--- src/rtl/byte_deint_pkg.sv ---
// byte_deint_pkg: shared state encodings, column count and RS info-length lookup for the de-interleaver
package byte_deint_pkg;
  localparam int NCOL = 240;
  typedef enum logic [1:0] {B_EMPTY, B_FILLING, B_FULL, B_DRAINING} bank_t;
  typedef enum logic [1:0] {W_IDLE, W_ARM, W_WR} wr_t;
  typedef enum logic [1:0] {R_IDLE, R_RD, R_FLUSH} rd_t;
  function automatic logic [7:0] rs_k_m1(input logic [1:0] mode);
    return mode == 2'd0 ? 8'd239 : mode == 2'd1 ? 8'd223 : mode == 2'd2 ? 8'd191 : 8'd175;
  endfunction
endpackage

--- src/rtl/byte_deint_ofifo.sv ---
// byte_deint_ofifo: 2-entry valid/ready output FIFO with occupancy count
module byte_deint_ofifo #(
  parameter int W = 9
) (
  input  logic         clk,
  input  logic         reset_n,
  input  logic         push,
  input  logic [W-1:0] din,
  output logic         valid,
  input  logic         ready,
  output logic [W-1:0] dout,
  output logic [1:0]   count
);
  logic [W-1:0] mem [2];
  logic wp, rp, pop;
  assign valid = count != 2'd0;
  assign pop = valid && ready;
  assign dout = mem[rp];
  always_ff @(posedge clk or negedge reset_n)
    if (!reset_n) begin
      mem <= '{default: '0};
      wp <= 1'b0;
      rp <= 1'b0;
      count <= 2'd0;
    end else begin
      if (push) begin
        mem[wp] <= din;
        wp <= !wp;
      end
      if (pop) rp <= !rp;
      count <= count + 2'(push) - 2'(pop);
    end
endmodule

--- src/rtl/byte_deint_pp.sv ---
// byte_deint_pp: ping-pong byte de-interleaver buffer with parity-column strip and valid/ready TS output
module byte_deint_pp #(
  parameter int MAX_ROW = 432,
  parameter int MAX_SLOT = 8,
  parameter int NCOL = byte_deint_pkg::NCOL,
  parameter int RW = 9,
  parameter int SW = 4,
  parameter int AW = 21
) (
  input  logic          clk,
  input  logic          reset_n,
  input  logic          byte_sync,
  input  logic          byte_win,
  input  logic [7:0]    byte_data,
  input  logic          slot_ini,
  input  logic [RW-1:0] row_m1,
  input  logic [SW-1:0] slot_num,
  input  logic [1:0]    rs_mode,
  output logic          mem_we,
  output logic [AW-1:0] mem_wa,
  output logic [7:0]    mem_wd,
  output logic          mem_re,
  output logic [AW-1:0] mem_ra,
  input  logic [7:0]    mem_rd,
  output logic          ts_valid,
  input  logic          ts_ready,
  output logic [7:0]    ts_data,
  output logic          ts_last,
  output logic          ts_int,
  output logic          ts_overflow
);
  import byte_deint_pkg::*;
  localparam int OW = AW - 1;
  localparam int CW = $clog2(NCOL);
  bank_t bank_st [2];
  bank_t bank_nx [2];
  wr_t wr_state, wr_nx;
  rd_t rd_state, rd_nx;
  logic wb, rb;
  logic [RW-1:0] cfg_row [2];
  logic [SW-1:0] cfg_slot [2];
  logic [7:0] cfg_k [2];
  logic [OW-1:0] cfg_stride [2];
  logic [RW-1:0] row_in;
  logic [SW-1:0] slot_in;
  logic wb_free, arm, acc, w_last, w_done, r_start, r_last, rel, pop;
  logic [RW-1:0] wrow, rrow;
  logic [CW-1:0] wcol;
  logic [7:0] rcol;
  logic [SW-1:0] wslot, rslot;
  logic [OW-1:0] woff, roff, rbase;
  logic rd_pend, last_pend;
  logic [1:0] fifo_cnt;
  logic [8:0] fifo_q;
  assign row_in = row_m1 > RW'(MAX_ROW - 1) ? RW'(MAX_ROW - 1) : row_m1;
  assign slot_in = slot_num == '0 ? SW'(1) : slot_num > SW'(MAX_SLOT) ? SW'(MAX_SLOT) : slot_num;
  assign rel = rd_state == R_FLUSH && fifo_cnt == 2'd0 && !rd_pend;
  assign wb_free = bank_st[wb] == B_EMPTY || bank_st[wb] == B_FILLING || (rel && rb == wb);
  assign arm = slot_ini && wb_free;
  assign acc = byte_sync && byte_win && wr_state != W_IDLE && !slot_ini;
  assign w_last = wrow == cfg_row[wb] && wcol == CW'(NCOL - 1) && wslot == cfg_slot[wb] - SW'(1);
  assign w_done = acc && w_last;
  assign r_start = rd_state == R_IDLE && bank_st[rb] == B_FULL;
  assign pop = ts_valid && ts_ready;
  assign mem_re = rd_state == R_RD && (3'(fifo_cnt) + 3'(rd_pend) - 3'(pop)) < 3'd2;
  assign r_last = rrow == cfg_row[rb] && rcol == cfg_k[rb] && rslot == cfg_slot[rb] - SW'(1);
  assign mem_ra = {rb, roff};
  assign ts_last = fifo_q[8];
  assign ts_data = fifo_q[7:0];
  always_comb begin
    bank_nx = bank_st;
    if (rel) bank_nx[rb] = B_EMPTY;
    if (r_start) bank_nx[rb] = B_DRAINING;
    if (w_done) bank_nx[wb] = B_FULL;
    if (arm) bank_nx[wb] = B_FILLING;
  end
  always_comb wr_nx = arm ? W_ARM : w_done ? W_IDLE : acc ? W_WR : wr_state;
  always_comb rd_nx = r_start ? R_RD : (mem_re && r_last) ? R_FLUSH : rel ? R_IDLE : rd_state;
  always_ff @(posedge clk or negedge reset_n)
    if (!reset_n) begin
      wr_state <= W_IDLE;
      rd_state <= R_IDLE;
      bank_st <= '{default: B_EMPTY};
      wb <= 1'b0;
      rb <= 1'b0;
    end else begin
      wr_state <= wr_nx;
      rd_state <= rd_nx;
      bank_st <= bank_nx;
      wb <= wb ^ w_done;
      rb <= rb ^ rel;
    end
  always_ff @(posedge clk or negedge reset_n)
    if (!reset_n) begin
      cfg_row <= '{default: '0};
      cfg_slot <= '{default: '0};
      cfg_k <= '{default: '0};
      cfg_stride <= '{default: '0};
    end else if (arm) begin
      cfg_row[wb] <= row_in;
      cfg_slot[wb] <= slot_in;
      cfg_k[wb] <= rs_k_m1(rs_mode);
      cfg_stride[wb] <= OW'((int'(row_in) + 1) * NCOL);
    end
  always_ff @(posedge clk or negedge reset_n)
    if (!reset_n) begin
      wrow <= '0;
      wcol <= '0;
      wslot <= '0;
      woff <= '0;
      mem_we <= 1'b0;
      mem_wa <= '0;
      mem_wd <= '0;
      ts_int <= 1'b0;
      ts_overflow <= 1'b0;
    end else begin
      if (arm) begin
        wrow <= '0;
        wcol <= '0;
        wslot <= '0;
        woff <= '0;
      end else if (acc) begin
        woff <= woff + OW'(1);
        wrow <= wrow == cfg_row[wb] ? '0 : wrow + RW'(1);
        if (wrow == cfg_row[wb]) begin
          wcol <= wcol == CW'(NCOL - 1) ? '0 : wcol + CW'(1);
          wslot <= wslot + SW'(wcol == CW'(NCOL - 1));
        end
      end
      mem_we <= acc;
      if (acc) begin
        mem_wa <= {wb, woff};
        mem_wd <= byte_data;
      end
      ts_int <= w_done;
      ts_overflow <= slot_ini && !wb_free;
    end
  always_ff @(posedge clk or negedge reset_n)
    if (!reset_n) begin
      rrow <= '0;
      rcol <= '0;
      rslot <= '0;
      roff <= '0;
      rbase <= '0;
      rd_pend <= 1'b0;
      last_pend <= 1'b0;
    end else begin
      if (r_start) begin
        rrow <= '0;
        rcol <= '0;
        rslot <= '0;
        roff <= '0;
        rbase <= '0;
      end else if (mem_re) begin
        if (rrow != cfg_row[rb]) begin
          rrow <= rrow + RW'(1);
          roff <= roff + OW'(1);
        end else if (rcol != cfg_k[rb]) begin
          rrow <= '0;
          rcol <= rcol + 8'd1;
          roff <= roff + OW'(1);
        end else begin
          rrow <= '0;
          rcol <= '0;
          rslot <= rslot + SW'(1);
          rbase <= rbase + cfg_stride[rb];
          roff <= rbase + cfg_stride[rb];
        end
      end
      rd_pend <= mem_re;
      last_pend <= mem_re && r_last;
    end
  byte_deint_ofifo #(.W(9)) u_ofifo (
    .clk(clk),
    .reset_n(reset_n),
    .push(rd_pend),
    .din({last_pend, mem_rd}),
    .valid(ts_valid),
    .ready(ts_ready),
    .dout(fifo_q),
    .count(fifo_cnt)
  );
endmodule

--- config.mk ---
export PLATFORM = sky130hd
export DESIGN_NAME = byte_deint_pp
export DESIGN_NICKNAME = d
export VERILOG_FILES = /design/src/rtl/byte_deint_pkg.sv /design/src/rtl/byte_deint_ofifo.sv /design/src/rtl/byte_deint_pp.sv
export SDC_FILE = /design/constraint.sdc
export NUM_CORES = 1
export LEC_CHECK = 0
export ABC_AREA = 1
export CAP_MARGIN = 5
export CORE_ASPECT_RATIO = 2
export CORE_MARGIN = 2
export CORE_UTILIZATION = 35
export CTS_CLUSTER_DIAMETER = 40
export DETAILED_ROUTE_END_ITERATION = 6
export PLACE_DENSITY = 0.55
export SLEW_MARGIN = 5
export SYNTH_ARGS = -nofsm -noshare
export SYNTH_HDL_FRONTEND = slang
export SYNTH_SLANG_ARGS = --single-unit
--- constraint.sdc ---
create_clock -name clk -period 2.95 [get_ports clk]
set_clock_uncertainty 0.1 [all_clocks]
set_input_delay 0.295 -clock clk [delete_from_list [all_inputs] [get_ports clk]]
set_output_delay 0.295 -clock clk [all_outputs]
set_load 0.01 [all_outputs]
* After elaboration in Yosys (flattened, before gate mapping) *
Cells that the tools add are included.

storage, ports and cells
  flip-flop bits (word level) = 250
  output and inout port bits = 64
  logic and storage cells = 229

operators by class
  order comparisons = 10
  bitwise operators = 15
  multiply operators = 1
  equality and inequality tests = 17
  $add $sub $neg = 16
  reduce and logical (&&, ||, !) cells = 42
  muxes and demuxes = 93

operators by type and width
  kind                   number
  $mux 20                14
  $mux 9                 18
  $mux 8                 12
  $mux 4                 20
  $add 20x1->20 const B  2
  $bwmux 40              1
  $bwmux 18              2
  $mux 2                 14
  $add 20x20->20         1
  $demux 20 s1           1
  $logic_and 1x1->1      20
  $add 9x1->9 const B    2
  $demux 9 s1            2
  $eq 9x9->1             2
  $add 8x1->8 const B    2
  $bwmux 16              1
  $mul 10x4->14 const B  1
  $mux 7                 2
  $add 9x1->10 const B   1
  $reduce_bool 2->1      5
  $gt 9x9->1 const B     1
  $ne 9x9->1             1
  $bwmux 8               1
  $demux 8 s1            1
  other kinds (37)       67

* Logic depth before layout (Yosys ltp) *
  depth after elaboration = 14
  gate-level depth with buffers = 27

* Modules after synthesis *
Synthesis repeated with hierarchy kept, for this count alone.

unflattened totals
  cell total of the unflattened synthesis = 1729
  area total of the unflattened synthesis = 13251.5 um^2

by module, submodules not included
  module            area an instance (um^2)  seq. area each (um^2)  instances  cells each
  byte_deint_pp     12196.7                  5104.9                 1          1608
  byte_deint_ofifo  1054.8                   550.5                  1          121

* Worst setup path after synthesis *
Ideal clock, no wire load.

  kind = input port to flip-flop
  start point = input row_m1[4]
  end point = register cfg_stride[17] (netlist name)
  stages = 22
  data required time = 2732 ps
  data arrival time = 3686 ps
  slack = -954 ps
  cells stage by stage = nand2_1 > nand2_1 > nand2_1 > nand2_2 > inv_1 > nor3_1 > nand2_1 > nor2_1 > nand2_1 > xor2_1 > inv_1 > ha_1 > inv_1 > fa_1 > inv_1 > ha_1 > a21oi_1 > o21ai_0 > a221oi_1 > nand3_1 > nand3_1 > nand2_1

on the way
  word-level cells in the longest chain between the ends = 5

RTL lines
  what                             RTL line              text
  from (decl)                      byte_deint_pp.sv:16   input logic [RW-1:0] row_m1,
  $gt 9x9->1                       byte_deint_pp.sv:55   assign row_in = row_m1 > RW'(MAX_ROW - 1) ? RW'(MAX_ROW - 1) : row_m1;
  $mux 9 (*)                       byte_deint_pp.sv:55
  $add 9x1->10 (*)                 byte_deint_pp.sv:103  cfg_stride[wb] <= OW'((int'(row_in) + 1) * NCOL);
  $mul 10x4->14 (*)                byte_deint_pp.sv:103
  $bwmux 40 (*)                    byte_deint_pp.sv:103
  to (signal, indexed assignment)  byte_deint_pp.sv:103
  to (decl)                        byte_deint_pp.sv:43   logic [OW-1:0] cfg_stride [2];

Every way passes the cells marked *; elsewhere a longest branch is shown, timed or not.
A chain may end at the register's enable or synchronous reset.

* Worst setup path after layout *
  start point = input row_m1[6]
  end point = register cfg_stride[17] (netlist name)

on the way
  word-level cells in the longest chain between the ends = 5

RTL lines
  what           RTL line              text
  $gt 9x9->1     byte_deint_pp.sv:55
  $mux 9         byte_deint_pp.sv:55
  net row_in[0]  byte_deint_pp.sv:44   logic [RW-1:0] row_in;
  $add 9x1->10   byte_deint_pp.sv:103
  $mul 10x4->14  byte_deint_pp.sv:103
  $bwmux 40      byte_deint_pp.sv:103

The timed path passes the listed nets, and every way through them passes these cells.

==> metrics.yaml <==
worst_setup_path:
  reg2reg_depth: 18
  worst_setup_path_start_kind: "input port"
  cp-end-kind: "flip-flop"
  worstSetupEndpoint: "cfg_stride[17]"
  r2r_start: "u_ofifo.count[0]"
  regToRegSetupSlack_ps: -270
  path_max_fanout: 4
  cpMostUsedCell: "inv_2"
  reg2reg_to: "rslot[0]"
  cpPeakStageDelay_ps: 540
  required_ps: 3280
  cp.arrival_ps: 3630
  setup.worst_path.start: "row_m1[6]"
  crit_type: "in2reg"
  slowest_stage: "fa_1"
timing:
  tns_ps: -12660
  fmax_mhz: 302.9
  layout_setup_ws_ps: -351.5
  final.period_utilization_pct: 111.9
  report.final.slew_viol_count: 0
  setup_viol: 68
  rsz0062_at_grt: "yes"
  tightest_slew_ps: 733.6
  finalHoldViolCount: 0
  max_slew_margin_pct: 50.64
  period_needed_ps: 3302
die:
  die_y_um: 276.3
  die_area_sq_um: 38720
  core_area_sq_um: 36540
  initial_core_util_pct: 35.51
  die_w_um: 140.1
  rows: 99
  boundaryPins: 101
synth:
  synth_top_area_cell: "dfrtp_1"
  syn_avg_cell_area_sq_um: 7.673
  synthArstFlopShare_pct: 100.0
  ys.flop_type: "dfrtp_1"
  postSynthCellCount: 1691
  synthDistinctLibCells: 46
  yosysWarnings: 0
  yosys_register_bits: 226
  synth_edf_count: 0
  synth_top_area_share_pct: 43.59
  synth_area_sq_um: 12970
  seq_area_frac_synth_pct: 43.59
  netlist_top_cells_area: "dfrtp_1 (44%), nand2_1 (15%), inv_1 (5.5%), o21ai_0 (4.9%), ha_1 (4.8%)"
drt:
  routedWlPerCell_um: 15.46
  finalWirelength_mm: 38.09
  detail_route.first_pass.iterations: 7
  routed-wl-met2_mm: 22.03
  antenna_left: 0
  route.top_layer_used: "met4"
  route.detailed.drc: 9
  drt_iter0_drc: 630
  dr_total_vias: 12040
  avgViaCountPerCell: 4.886
  drt-met1-wl_mm: 13.28
  routed-wl-met3_um: 972
clock_tree:
  htree_levels: 1
  clockBufferDepth: 3
  cts.clk_slew.worst_paths_ps: 70
  numCtsBuffers: 24
  clkLatencyLatePin_ps: 540
  cts_tree: "yes"
  clock-root-buffer: "clkbuf_16"
  clkSinkCount: 226
placed_design:
  dp_hpwl_mm: 28.09
  gp_congestion: 0.8984
  io_buffers: 100
  place_area_sq_um: 15720
job:
  cap_violations: 0
global_routing:
  overflow: 0
  grt_start_max_net_pins: 90
  grt_pass1_wl_mm: 61.78
  antenna_found_initial: 0
  track_usage_pct: 19.50
  grt_pass1_vias: 12380
cells_and_area:
  drive_above_1_share_pct: 25.17
  area_delta_synth_final_pct: 40.99
  nNetsFinal: 2089
  antennaDiodeCount: 0
  stdcell_area_sq_um: 18290
  n_fill_cell: 3493
pwr:
  report.power.total_w: 0.009120
  ir_worst_vdd_mv: 0.3598
  p_leak_nw: 8.787
  power_density_nw_per_um2: 498.5
outcome:
  failed_checks: "DRC, setup timing"
  status: "complete, but fails checks"
hold_path:
  min_path_type: "in2reg"
worst max-delay path: cells and delay by family:
kind	cells	cell delay, ps
adders and majority gates	4	1230
and+or+nand+nor	8	700
xor gates and xnor gates	2	310
AOI/OAI and AO/OA	3	540
buffers and inverters	8	560
worst min-delay path by stage:
| stage | from | endpoint | slack (ps) | cells after the start |
|---|---|---|---|---|
| final | row_m1[7] | cfg_row[16] | 10 | 4 |
| after global routing | row_m1[7] | cfg_row[16] | 50 | 4 |
| after CTS | row_m1[7] | cfg_row[16] | 10 | 4 |
| after detailed placement | reset_n | cfg_slot[7] | 280 | 1 |
| after global placement | reset_n | cfg_slot[7] | 270 | 1 |
| after floorplan | reset_n | bank_st[0] | -100 | 0 |
timing repair:
action	CTS	global route
resized for setup	182	170
pin swaps	71	63
cloned	1	2
hold endpoints to repair	87	0
buffers inserted	52	31
hold buffers	2	0
endpoints found under the setup margin	69	143
area by class of cell:
class                   instances  area, sq um  share of cell area [%]
clock buffers                  30        664.4                   3.632
clock inverters                13        146.4                  0.8002
inverters                     198        779.5                   4.261
multi-input cells            1219         7465                   40.80
flip-flops and latches        226         5657                   30.92
well taps                     454        568.0                   3.105
repair buffers                324         3014                   16.48
per-stage QoR:
stage	std cells	hold slack [ps]	worst slack (ps)	util, %
2_1_floorplan	1694	-100.6	-505.0	-
3_3_place_gp	2346	265.7	-1444	43.02
3_5_place_dp	2346	275.4	-1502	43.02
4_1_cts	2442	10.36	-298.0	47.81
5_1_grt	2464	53.13	-534.1	50.06
6_report	2464	13.34	-351.5	50.06
routing by layer:
metal,up-vias,global-route usage [%]
met3,100,1.767
met5,-,0
met2,230,39.53
met4,0,8.936
met1,5677,19.40
li1,6032,-
cells in the mapped netlist (6+ instances only):
cell      instances
o21ai_0         128
nor4_1            8
clkbuf_1         30
o21a_1            6
xnor2_1          19
o211ai_1          9
nand4_1          24
buf_2            10
o21ai_1          40
nor2_1          113
inv_2             6
or2_2            12
dfrtp_1         226
fa_1              9
a21oi_1          69
nand3_1          78
ha_1             50
nor3_1           30
nand2_1         514
o21bai_1          6
inv_1           190
xor2_1           58
cells by family (layout without fill, tap and decap cells):
| group | Yosys count | in the layout | synth area share [%] |
|---|---|---|---|
| simple gates | 799 | 799 | 25.58 |
| compound gates | 276 | 276 | 11.47 |
| buf+inv | 249 | 565 | 7.618 |
| flops | 226 | 226 | 43.59 |
| xor+xnor | 78 | 78 | 5.323 |
| fa+ha+maj | 59 | 59 | 6.210 |
| other cells | 2 | 5 | 0.05788 |
| mux | 2 | 2 | 0.1543 |
power by group:
part / total (W) / leakage (nW) / internal, W / switching (W)
combinational: 0.00283 / 5.56 / 0.00147 / 0.00135
clock: 0.00313 / 0.398 / 0.00180 / 0.00133
sequential: 0.00316 / 2.82 / 0.00314 / 0.0000244
flip-flops by register name, indices dropped and copies added (netlist names), 4 cells and up:
register	flops
cfg_k	8
rcol	8
bank_st	4
roff	20
woff	20
mem_wd	8
wcol	8
cfg_stride	28
rrow	9
wrow	9
mem_wa	21
rslot	4
cfg_slot	8
u_ofifo.mem	18
cfg_row	18
wslot	4
rbase	16
placed cells by master, fill, tap and decap left out, types with 40 or more instances in the layout:
master / count
xor2_1: 52
clkdlybuf4s50_1: 89
buf_4: 163
buf_6: 50
dfrtp_1: 225
inv_1: 160
nand3_1: 65
nand2_1: 451
o21ai_0: 114
nor2_1: 86
o21ai_1: 40
a21oi_1: 46
No activity file was read; power rests on OpenSTA's default activity.
